**config.mk**
```make
export PLATFORM = sky130hd
export DESIGN_NAME = ram_arbiter
export DESIGN_NICKNAME = d
export VERILOG_FILES = /design/src/rtl/ram_arbiter.sv
export SDC_FILE = /design/constraint.sdc
export NUM_CORES = 1
export LEC_CHECK = 0
export CORE_AREA = 2 2 104 106
export DETAILED_ROUTE_END_ITERATION = 10
export DIE_AREA = 0 0 106 108
export PLACE_DENSITY = 0.85
export SYNTH_ARGS = -nofsm -noshare
export SYNTH_HDL_FRONTEND = slang
export SYNTH_SLANG_ARGS = --single-unit
```
**constraint.sdc**
```tcl
create_clock -name clk -period 8.2 [get_ports clk]
set_clock_uncertainty 0.05 [all_clocks]
set_input_delay 1.23 -clock clk [delete_from_list [all_inputs] [get_ports clk]]
set_output_delay 1.23 -clock clk [all_outputs]
set_load 0.03 [all_outputs]
```
**src/rtl/ram_arbiter.sv**
```systemverilog
// ram_arbiter: two-port arbiter in front of a single-port read-first RAM.
//   p0  : read-only fetch port (req/addr -> gnt, rvalid/rdata)
//   p1  : load/store port with byte strobes; partial writes become a
//         read-modify-write sequence (IDLE -> RMW_RD -> RMW_WR -> IDLE)
//   ram : addr/din/we/regce out, dout in; read data appears RD_LATENCY
//         cycles after the address is presented
//   busy: high while a read-modify-write owns the RAM
// Optional macro RAM_ARB_RR_EN: round-robin arbitration instead of the
// default fixed priority (p1 wins every conflict).
module ram_arbiter #(
    parameter int ADDR_W     = 10,
    parameter int DATA_W     = 32,
    parameter int RD_LATENCY = 1
) (
    input  logic                clk,
    input  logic                rst,
    input  logic                p0_req,
    input  logic [ADDR_W-1:0]   p0_addr,
    output logic                p0_gnt,
    output logic                p0_rvalid,
    output logic [DATA_W-1:0]   p0_rdata,
    input  logic                p1_req,
    input  logic                p1_we,
    input  logic [DATA_W/8-1:0] p1_wstrb,
    input  logic [ADDR_W-1:0]   p1_addr,
    input  logic [DATA_W-1:0]   p1_wdata,
    output logic                p1_gnt,
    output logic                p1_rvalid,
    output logic [DATA_W-1:0]   p1_rdata,
    output logic [ADDR_W-1:0]   ram_addr,
    output logic [DATA_W-1:0]   ram_din,
    output logic                ram_we,
    output logic                ram_regce,
    input  logic [DATA_W-1:0]   ram_dout,
    output logic                busy
);
    localparam int NB = DATA_W / 8;

    typedef enum logic [1:0] {IDLE, RMW_RD, RMW_WR} state_t;

    state_t              state;
    logic [1:0]          cnt;
    logic [ADDR_W-1:0]   rmw_addr;
    logic [DATA_W-1:0]   rmw_wdata;
    logic [DATA_W-1:0]   rmw_old;
    logic [NB-1:0]       rmw_strb;
    logic [DATA_W-1:0]   merged;

    // Read response pipeline: valid bit and owning port (1 = p1) per stage.
    logic [RD_LATENCY-1:0] vld_pipe;
    logic [RD_LATENCY-1:0] pid_pipe;

    logic idle, pick_p1, strb_full, strb_none, p1_part, issue_rd;

    assign idle      = (state == IDLE) && !rst;
    assign strb_full = &p1_wstrb;
    assign strb_none = ~|p1_wstrb;

`ifdef RAM_ARB_RR_EN
    logic last_p1;
    // On conflict the port that was not granted most recently wins.
    assign pick_p1 = p1_req && (!p0_req || !last_p1);

    always_ff @(posedge clk or posedge rst) begin
        if (rst)         last_p1 <= 1'b0;
        else if (p1_gnt) last_p1 <= 1'b1;
        else if (p0_gnt) last_p1 <= 1'b0;
    end
`else
    assign pick_p1 = p1_req;
`endif

    assign p1_gnt   = idle && pick_p1;
    assign p0_gnt   = idle && p0_req && !pick_p1;
    assign p1_part  = p1_gnt && p1_we && !strb_full && !strb_none;
    // Only plain reads produce a response; the RMW's internal read does not.
    assign issue_rd = p0_gnt || (p1_gnt && !p1_we);

    always_comb begin
        merged = rmw_old;
        for (int i = 0; i < NB; i++)
            if (rmw_strb[i]) merged[i*8 +: 8] = rmw_wdata[i*8 +: 8];
    end

    assign ram_regce = 1'b1;

    always_comb begin
        ram_addr = '0;
        ram_din  = '0;
        ram_we   = 1'b0;
        if (!rst) begin
            if (state == RMW_WR) begin
                ram_addr = rmw_addr;
                ram_din  = merged;
                ram_we   = 1'b1;
            end else if (p0_gnt) begin
                ram_addr = p0_addr;
            end else if (p1_gnt && !(p1_we && strb_none)) begin
                ram_addr = p1_addr;
                if (p1_we && strb_full) begin
                    ram_din = p1_wdata;
                    ram_we  = 1'b1;
                end
            end
        end
    end

    always_ff @(posedge clk or posedge rst) begin
        if (rst) begin
            state     <= IDLE;
            cnt       <= '0;
            rmw_addr  <= '0;
            rmw_wdata <= '0;
            rmw_strb  <= '0;
            rmw_old   <= '0;
            busy      <= 1'b0;
        end else begin
            case (state)
                IDLE: if (p1_part) begin
                    rmw_addr  <= p1_addr;
                    rmw_wdata <= p1_wdata;
                    rmw_strb  <= p1_wstrb;
                    cnt       <= '0;
                    busy      <= 1'b1;
                    state     <= RMW_RD;
                end
                RMW_RD: begin
                    // Old word is on ram_dout in the last RMW_RD cycle.
                    if (cnt == 2'(RD_LATENCY - 1)) begin
                        rmw_old <= ram_dout;
                        state   <= RMW_WR;
                    end else begin
                        cnt <= cnt + 2'd1;
                    end
                end
                RMW_WR: begin
                    busy  <= 1'b0;
                    state <= IDLE;
                end
                default: begin
                    busy  <= 1'b0;
                    state <= IDLE;
                end
            endcase
        end
    end

    always_ff @(posedge clk or posedge rst) begin
        if (rst) begin
            vld_pipe <= '0;
            pid_pipe <= '0;
        end else begin
            vld_pipe[0] <= issue_rd;
            pid_pipe[0] <= p1_gnt;
            for (int i = 1; i < RD_LATENCY; i++) begin
                vld_pipe[i] <= vld_pipe[i-1];
                pid_pipe[i] <= pid_pipe[i-1];
            end
        end
    end

    assign p0_rvalid = vld_pipe[RD_LATENCY-1] && !pid_pipe[RD_LATENCY-1];
    assign p1_rvalid = vld_pipe[RD_LATENCY-1] &&  pid_pipe[RD_LATENCY-1];
    assign p0_rdata  = p0_rvalid ? ram_dout : '0;
    assign p1_rdata  = p1_rvalid ? ram_dout : '0;

endmodule

```
==> key figures, run 1 <==
Routing
  • Iter 0 DRT Violations: 152
  • DR vias: between 3000 and 4000
  • TritonRoute pass-1 iters: 4
  • Via density: 5.387
  • Final WL: 12900 um
  • DR WL/cell: between 15 and 20 um
  • DRC: 0
  • Final ANT Viol Nets: 0

Timing
  • Tmin final: roughly 5.2 ns
  • Setup violations, final: 0
  • RSZ-0062 raised after global routing: no
  • Worst rel slew slack: about 17%
  • Worst Tran Pin Value: 1.243 ns
  • Final hold vios: 0
  • Final period util: 62.98%
  • Fin. max-slew vios: 0
  • Post-Route Setup TNS: 0 ns
  • Fmax: 193.6 MHz

Floorplan
  • Initial Utilization: a little under half
  • Die width: 106 um
  • Core region area: 10230 sq um
  • I/O pin count: just over 200
  • Die Area: 11450 sq um
  • Die height: 108 um
  • Row cnt: 37

Worst setup path
  • WP data arrival: 3.88 ns
  • Critical path required time: between 6 and 7 ns
  • Startpoint types: primary input
  • CP max FO: 26
  • FF-to-FF setup slack: 5.17 ns
  • CP Class: in2out
  • Crit end category: output port

Power and ir drop
  • Internal cell power: 912.5 uW
  • Pwr dens: between 150 and 200 nW/um^2
  • P_sw: 355.6 uW
  • VDD IR max: 103.1 uV
  • Logic pwr share: 25.1%
  • Leak: 0.002902 uW
  • Flop pwr share: around 47%
  • Clock Power Share: 28.1%
  • Net Sw Frac: 28.04%

GRT
  • Largest net degree at the start of global routing: 62
  • Initial antenna violation count: 0
  • Total grt overflow: 0
  • First-pass GRT wire length: 20440 um
  • Vias in the first global route: 3971
  • Global Route Usage Sum: between 20 and 25%

Job
  • Max-Cap Viols: 0

Cells and area
  • Nets: 677
  • FILL cells: 786
  • Final Util: 68.35%
  • Final Non-Filler Cells: 724
  • Antenna Cells: 0
  • Synth-to-Final Area Change: 50.97%
  • Layout cells sized above 1: around 10%

Logic synthesis
  • Mapped Nets: between 400 and 500
  • Post-synth cell types: 33
  • Synth Cell Area: roughly 4600 sq um
  • Sequential share of the synthesized area: 45.92%
  • Syn avg cell area: 11.58 sq um
  • Most used DFF post-synth: dfrtp_1
  • Yosys top cell by area: dfrtp_1
  • Synth top area share: 45.92%
  • Synth Warn #: 0
  • EDFF count, synth: 0
  • #FFs+latches synth: 85
  • Fraction of registers with async set or reset after synthesis: 100.0%
  • Cells after synthesis: 400
  • Area contributors post-synth: dfrtp_1 46%, mux2_1 11%, mux2_2 7.8%

Clock network
  • CTS resizes: 0
  • Clock latency on the worst-skew pair: between 0.3 and 0.4 ns
  • Setup bufs post-CTS: 0
  • H-tree depth: 3
  • Root Driver: clkbuf_8
  • # clock sinks: 85
  • CTS buffer count: 9
  • CTS clk-pin slew, worst paths: about 0.08 ns
  • CTS tree: yes
  • Cts hold-fix bufs: 0
  • Max Root-Sink Buffers: 2

Place
  • PortBufs: 204
  • Post-detail-place hpwl: between 9000 and 10000 um
  • Placed insts: 708
  • Placer Congestion: 0.7531

Run status
  • Outcome: finished clean

Hold path
  • Hold Crit Class: reg2reg
flip-flops by register name, summed over array words and instances, names as in the netlist:
register	count
cnt	2
rmw_old	32
pid_pipe	1
busy	1
vld_pipe	1
rmw_wdata	32
rmw_addr	10
state	2
rmw_strb	4
through the flow:
| stage | power [uW] | hold slack, ns | setup WS (ns) | area (sq um) |
|---|---|---|---|---|
| global route | 1337 | 0.4541 | 2.678 | 6993 |
| CTS | 1280 | 0.4458 | 2.980 | 6993 |
| detailed placement | 923.8 | 0.4256 | 3.002 | 6744 |
| global placement | 911.4 | 0.4178 | 3.052 | 6744 |
| finish | 1268 | 0.4437 | 3.036 | 6993 |
| floorplan | 786.7 | 0.4088 | 1.989 | 4632 |
layout make-up:
cell class                      count  area [sq um]  share of cell area, %
Timing Repair Buffer              208          2072                  29.63
Clock buffer                       11         141.4                  2.022
Sequential cell                    85          2127                  30.42
Multi-Input combinational cell    271          2342                  33.49
Inverter                            8         32.53                 0.4652
Tap cell                          136         170.2                  2.433
Clock inverter                      5         107.6                  1.539
Yosys cell counts, types with 2 or more instances:
cell       instances
nand3b_1          11
nor3b_1            2
buf_2              9
buf_1              5
inv_1              7
nor2_1             2
and2_1            35
a21o_1             2
a31oi_1           10
clkbuf_1          21
o2bb2ai_1         32
mux2_2            32
and3_1            32
dfrtp_1           85
o21ai_0           11
mux2_1            46
nand2b_1           2
mux2i_1           32
o211ai_1          10
worst paths after layout:
| kind | from | cells after the start | to |
|---|---|---|---|
| worst max-delay path | rst | 6 | ram_din[18] |
| max in group asynchronous | rst | 3 | rmw_wdata[29] |
| worst max register to register | state[0] | 4 | rmw_wdata[24] |
| min in group asynchronous | rst | 2 | rmw_addr[5] |
| worst min register to register | rmw_wdata[16] | 1 | rmw_wdata[16] |
| worst min-delay path | rmw_wdata[16] | 1 | rmw_wdata[16] |
cells in the final DEF (no fill, tap or decap), types with 2 or more instances in the layout:
master / n
clkinv_4: 2
clkbuf_8: 10
nand2b_1: 2
inv_1: 6
mux2i_1: 32
mux2_1: 46
mux2_2: 32
clkdlybuf4s50_1: 204
buf_4: 4
dfrtp_1: 85
nand3b_1: 11
nor3b_1: 2
and2_1: 35
o21ai_0: 11
a21o_1: 2
o211ai_1: 10
and3_1: 32
bufinv_16: 3
nor2_1: 2
a31oi_1: 10
o2bb2ai_1: 32
power groups by stage:
stage	clock [uW]	sequential (uW)	combinational, uW
finish	356	593	318
global route	385	607	345
CTS	364	593	323
detailed placement	0	602	322
global placement	0	596	316
floorplan	0	563	224
critical path, cell delays in order:
cell             delay [ns]
clkdlybuf4s50_1        0.48
or4b_4                 0.56
nor3_4                 0.36
buf_4                  0.37
o2bb2ai_1              0.16
clkdlybuf4s50_1        0.71
layer usage:
layer / up-vias / track usage (%) / part of all wire, %
li1: 1834 / - / -
met1: 1950 / 27.91 / 43
met2: 112 / 40.88 / 52
met3: 4 / 3.677 / 4.6
met4: 0 / 4.793 / 0.37
met5: - / 0 / 0
logic make-up (layout without fill, tap and decap cells):
logic type / Yosys count / in the layout / share of synthesized area [%]
adders and majority gates: 1 / 1 / 0.2701
buffers and inverters: 44 / 232 / 3.890
other: 1 / 1 / 0.08096
AOI/OAI and AO/OA: 67 / 67 / 10.89
DFF: 85 / 85 / 45.92
muxes: 110 / 110 / 25.88
and+or+nand+nor: 92 / 92 / 13.07
Power figures use the tool's default switching activity.
==> inputs of run 2 (changes only) <==
CORE_AREA = 2 2 114 116   (was 2 2 104 106)
DIE_AREA = 0 0 116 118   (was 0 0 106 108)
PLACE_DENSITY = 0.75   (was 0.85)
clock period = 4.6 ns   (was 8.2 ns; I/O delays follow)
==> run 2 against run 1 <==
Against the previous run: clock power increased by 95%; die area increased by 20%; critical endpoint is now ram_din[20]; count of clock-buffer cells in the layout unchanged; utilization decreased by 11 points; critical path depth unchanged; sequential share of layout area decreased by 0.53 points; first-iteration DRC count decreased by 18%; power increased by 84%; via count increased by 0.74%; sequential cell count unchanged; wire length increased by 5.6%; worst hold slack got worse by 0.0029 ns.
==> key figures, run 2 (synthesized netlist as in run 1, its figures left out) <==
Worst setup path
  • WP data arrival: 3.13 ns (-0.75 ns)
  • CP max FO: 25 (-3.8%)
  • Startpoint types: primary input
  • Critical path required time: 3.86 ns (-3.06 ns)
  • Worst R2R End: rmw_wdata[22]
  • R2R Path Start: state[0]
  • Crit end category: output port
  • FF-to-FF setup slack: 1.76 ns (-3.41 ns)
  • CP Class: in2out
  • Worst reg2reg path depth: 5 (+1)

Routing
  • Final ANT Viol Nets: 0 (unchanged)
  • Iter 0 DRT Violations: 124 (-18%)
  • Top Metal Used: met4
  • DR WL/cell: 17.80 um (about the same)
  • Final WL: 13620 um (+5.6%)
  • Met2 wire len: 6930 um (+2.8%)
  • DR vias: 3929 (+0.74%)
  • Via density: 5.136 (-4.7%)
  • WL met1: 5841 um (+5.8%)
  • TritonRoute pass-1 iters: 4 (unchanged)
  • Met3 routed WL: 726 um (+24%)
  • DRC: 0 (unchanged)

Clock network
  • Max Root-Sink Buffers: 2 (unchanged)
  • CTS resizes: 0 (unchanged)
  • Cts hold-fix bufs: 0 (unchanged)
  • CTS clk-pin slew, worst paths: 0.06 ns (-0.02 ns)
  • CTS tree: yes
  • H-tree depth: 3 (unchanged)
  • CTS buffer count: 9 (unchanged)
  • Clock latency on the worst-skew pair: 0.32 ns (about the same)
  • Root Driver: clkbuf_16
  • Setup bufs post-CTS: 0 (unchanged)
  • # clock sinks: 85 (unchanged)

Timing
  • Setup WS post-layout: 0.7286 ns (-2.307 ns)
  • Fin. max-slew vios: 0 (unchanged)
  • Fmax: 258.3 MHz
  • Post-Route Setup TNS: 0 ns (unchanged)
  • Worst Tran Pin Value: 1.078 ns (-0.1652 ns)
  • Setup violations, final: 0 (unchanged)
  • Final period util: 84.16%
  • Final hold vios: 0 (unchanged)
  • Worst rel slew slack: 27.80% (+11 points)
  • Tmin final: 3.871 ns
  • RSZ-0062 raised after global routing: no

Job
  • Max-Cap Viols: 0 (unchanged)

Place
  • PortBufs: 204 (unchanged)
  • Post-placement cell area: 6834 sq um (+1.3%)
  • Dpl ws: 0.7157 ns (-2.287 ns)
  • Placer Congestion: 0.7752 (+2.9%)
  • Post-detail-place hpwl: 9790 um (+5.8%)

Cells and area
  • Commonest non-fill, non-tap cell in the layout: clkdlybuf4s50_1
  • Largest registers: rmw_old: 32 flops, rmw_wdata: 32 flops, rmw_addr: 10 flops
  • Antenna Cells: 0 (unchanged)
  • Most frequent cells in the layout: 204 x clkdlybuf4s50_1, 85 x dfrtp_1, 46 x mux2_1
  • Layout cells sized above 1: 10.62% (+0.59 points)
  • Nets: 683 (+0.89%)
  • Synth-to-Final Area Change: 53.65%
  • Post-route cell area: 7117 sq um (+1.8%)

GRT
  • Vias in the first global route: 4142 (+4.3%)
  • Total grt overflow: 0 (unchanged)
  • Initial antenna violation count: 0 (unchanged)
  • Largest net degree at the start of global routing: 66 (+6.5%)
  • First-pass GRT wire length: 21630 um (+5.8%)
  • Global Route Usage Sum: 20.20% (-2.1 points)

Floorplan
  • Row cnt: 41 (+11%)
  • Die height: 118 um (+9.3%)
  • Initial Utilization: 37.31% (-8.0 points)
  • Die Area: 13690 sq um (+20%)
  • I/O pin count: 206 (unchanged)
  • Core region area: 12410 sq um (+21%)
  • Die width: 116 um (+9.4%)

Hold path
  • Hold Startpoint: rmw_addr[5]
  • Worst Hold Depth: 1 (unchanged)
  • Worst hold path endpoint: rmw_addr[5]
  • Hold Crit Class: reg2reg

Power and ir drop
  • Pwr dens: 327.3 nW/um^2 (+81%)
  • Leak: 0.002941 uW (+1.3%)
  • VDD IR max: 166.5 uV (+61%)

Run status
  • Outcome: finished clean
-- run 2: metal layers --
layer | track usage [%] | up-vias
li1 | - | 1844
met1 | 25.82 | 1942
met2 | 34.65 | 128
met3 | 4.686 | 15
met4 | 4.390 | 0
met5 | 0 | -
-- run 2: layout make-up --
type	instances	area, sq um
Fill cell	1091	5298
Multi-Input combinational cell	271	2342
Sequential cell	85	2127
Timing Repair Buffer	214	2117
Clock buffer	11	232.7
Tap cell	172	215.2
Clock inverter	4	50.05
Inverter	8	32.53
-- run 2: worst max-delay path by stage --
| stage | to | startpoint | depth (start not counted) |
|---|---|---|---|
| 4_1_cts | ram_din[16] | rst | 6 |
| 2_1_floorplan | ram_addr[0] | rst | 4 |
| 6_report | ram_din[20] | rst | 6 |
| 5_1_grt | ram_din[14] | rst | 6 |
| 3_5_place_dp | ram_din[20] | rst | 6 |
| 3_3_place_gp | ram_din[13] | rst | 6 |
-- run 2: critical path, cell delays in order --
cell and delay (ns):
clkdlybuf4s50_1 0.48, or4b_4 0.55, nor3_4 0.20, buf_4 0.35, o2bb2ai_1 0.16, clkdlybuf4s50_1 0.70
-- run 2: per-stage QoR --
stage | instances | hold WS (ns) | total power [uW] | utilization, %
finish | 765 | 0.4408 | 2330 | 57.33
global route | 765 | 0.4565 | 2467 | 57.33
CTS | 765 | 0.4445 | 2357 | 57.33
detailed placement | 750 | 0.4302 | 1657 | 55.05
global placement | 750 | 0.4179 | 1635 | 55.05
floorplan | 400 | 0.4088 | 1402 | -
-- run 2: power breakdown --
part	internal (uW)	total [uW]	switching [uW]
Sequential	926	1050	125
Clock	417	693	276
Combinational	327	585	257
==> inputs of run 3 (changes only) <==
clock period = 3.2 ns   (was 4.6 ns; I/O delays follow)
==> run 3 against run 2 <==
Against the previous run: sequential power grew 44%; sequential cell count is the same; wire length grew 0.61%; critical endpoint is now ram_we.
==> key figures, run 3 (synthesized netlist as in run 1, its figures left out) <==
Power and ir drop
  • VDD IR max: 254.3 uV (+53%)
  • Clock Power Share: 29.5% (-0.3 points)
  • Net Sw Frac: 27.93% (-0.35 points)
  • Pwr dens: 471.0 nW/um^2 (+44%)
  • Flop pwr share: 45.4% (+0.2 points)
  • Logic pwr share: 25.2% (about the same)
  • Leak: 0.003136 uW (+6.6%)
  • P_sw: 931.3 uW (+41%)
  • Internal cell power: 2403 uW (+44%)

Routing
  • WL met1: 5698 um (-2.4%)
  • Met2 wire len: 7131 um (+2.9%)
  • Top Metal Used: met4
  • DRC: 0 (unchanged)
  • DR vias: 3959 (+0.76%)
  • DR WL/cell: 17.63 um (-0.94%)
  • Met3 routed WL: 643 um (-11%)
  • Final ANT Viol Nets: 0 (unchanged)
  • Final WL: 13700 um (+0.61%)
  • Via density: 5.095 (-0.79%)
  • Iter 0 DRT Violations: 194 (+56%)
  • TritonRoute pass-1 iters: 4 (unchanged)

GRT
  • Largest net degree at the start of global routing: 34 (-48%)
  • Total grt overflow: 0 (unchanged)
  • Initial antenna violation count: 0 (unchanged)
  • First-pass GRT wire length: 21570 um (-0.29%)
  • Vias in the first global route: 4193 (+1.2%)
  • Global Route Usage Sum: 20.09% (-0.11 points)

Clock network
  • Root Driver: clkbuf_16
  • Cts hold-fix bufs: 0 (unchanged)
  • Setup bufs post-CTS: 0 (unchanged)
  • CTS clk-pin slew, worst paths: 0.06 ns (about the same)
  • Max Root-Sink Buffers: 2 (unchanged)
  • # clock sinks: 85 (unchanged)
  • CTS resizes: 0 (unchanged)
  • CTS buffer count: 9 (unchanged)
  • Clock latency on the worst-skew pair: 0.33 ns (about the same)
  • CTS tree: yes
  • H-tree depth: 3 (unchanged)

Place
  • Placer Congestion: 0.7820 (+0.88%)
  • PortBufs: 204 (unchanged)
  • Post-detail-place hpwl: 10060 um (+2.8%)

Job
  • Max-Cap Viols: 0 (unchanged)

Timing
  • Min Hold Slack: 0.4313 ns (-0.009518 ns)
  • Setup violations, final: 0 (unchanged)
  • Worst Tran Pin Value: 0.5267 ns (-0.5515 ns)
  • RSZ-0062 raised after global routing: no
  • Final period util: 94.88%
  • Fin. max-slew vios: 0 (unchanged)
  • Final hold vios: 0 (unchanged)
  • Worst rel slew slack: 64.89% (+37 points)
  • Fmax: 329.4 MHz
  • Tmin final: 3.036 ns
  • Post-Route Setup TNS: 0 ns (unchanged)

Worst setup path
  • CP Class: in2out
  • Critical path required time: 2.67 ns (-1.19 ns)
  • Crit. Startpoint: p1_req
  • R2R Path Start: state[1]
  • Startpoint types: primary input
  • Crit end category: output port
  • WP data arrival: 2.51 ns (-0.62 ns)
  • Worst R2R End: rmw_wdata[16]
  • CP max FO: 2 (-92%)
  • Critical path capture point: ram_we
  • FF-to-FF setup slack: 0.82 ns (-0.94 ns)
  • Worst reg2reg path depth: 6 (+1)

Cells and area
  • Antenna Cells: 0 (unchanged)
  • Register area: 2127 sq um (unchanged)
  • Largest registers: rmw_old: 32 flops, rmw_wdata: 32 flops, rmw_addr: 10 flops
  • FILL cells: 1103 (+1.1%)
  • Commonest non-fill, non-tap cell in the layout: clkdlybuf4s50_1
  • Most frequent cells in the layout: 141 x clkdlybuf4s50_1, 85 x dfrtp_1, 82 x buf_4
  • Synth-to-Final Area Change: 52.84%
  • Multi-input gate area: 2342 sq um (unchanged)
  • Nets: 695 (+1.8%)
  • Layout cells sized above 1: 22.48% (+12 points)

Floorplan
  • Core region area: 12410 sq um (unchanged)
  • Die Area: 13690 sq um (unchanged)
  • Initial Utilization: 37.31% (unchanged)
  • Die height: 118 um (unchanged)
  • I/O pin count: 206 (unchanged)
  • Die width: 116 um (unchanged)
  • Row cnt: 41 (unchanged)

Run status
  • Outcome: finished clean

Hold path
  • Hold Crit Class: reg2reg
run 3: layer usage:
metal	track usage [%]	vias to the layer above
li1	-	1870
met1	24.12	1935
met2	35.89	135
met3	3.450	19
met4	6.696	0
met5	0	-
run 3: final cells by class:
cell class	count	area share [%]
Multi-Input combinational cell	271	33.09
Clock inverter	2	0.4949
Tap cell	172	3.040
Inverter	8	0.4595
Sequential cell	85	30.05
Timing Repair Buffer	226	29.48
Clock buffer	13	3.393
run 3: worst max-delay path, stage by stage:
cell,delay (ns)
clkdlybuf4s50_1,0.49
or4b_4,0.48
o31ai_1,0.22
and2_1,0.17
clkdlybuf4s50_1,0.68
run 3: power by group through the flow:
stage          Clock [uW]  Combinational, uW  Sequential [uW]
2_1_floorplan           0                573             1440
3_3_place_gp            0                819             1510
3_5_place_dp            0                847             1530
4_1_cts              1010                850             1510
5_1_grt              1050                917             1550
6_report              982                839             1510
run 3: worst min-delay path by stage:
stage	startpoint	slack (ns)	to	cells past startpoint
4_1_cts	rmw_addr[4]	0.44	rmw_addr[4]	1
6_report	rmw_addr[4]	0.43	rmw_addr[4]	1
2_1_floorplan	rmw_addr[0]	0.41	rmw_addr[0]	1
3_3_place_gp	rmw_addr[8]	0.42	rmw_addr[8]	1
5_1_grt	rmw_addr[6]	0.46	rmw_addr[6]	1
3_5_place_dp	rmw_addr[4]	0.43	rmw_addr[4]	1
run 3: per-stage QoR:
stage / total power (uW) / util (%) / std cells / setup slack [ns] / area [sq um]
after floorplan: 2015 / - / 400 / 0.02812 / 4633
after global placement: 2331 / 54.81 / 762 / 0.1512 / 6804
after detailed placement: 2380 / 54.81 / 762 / 0.1524 / 6804
after CTS: 3371 / 57.02 / 777 / 0.1524 / 7079
after global routing: 3516 / 57.02 / 777 / 0.1037 / 7079
final: 3335 / 57.02 / 777 / 0.1638 / 7079
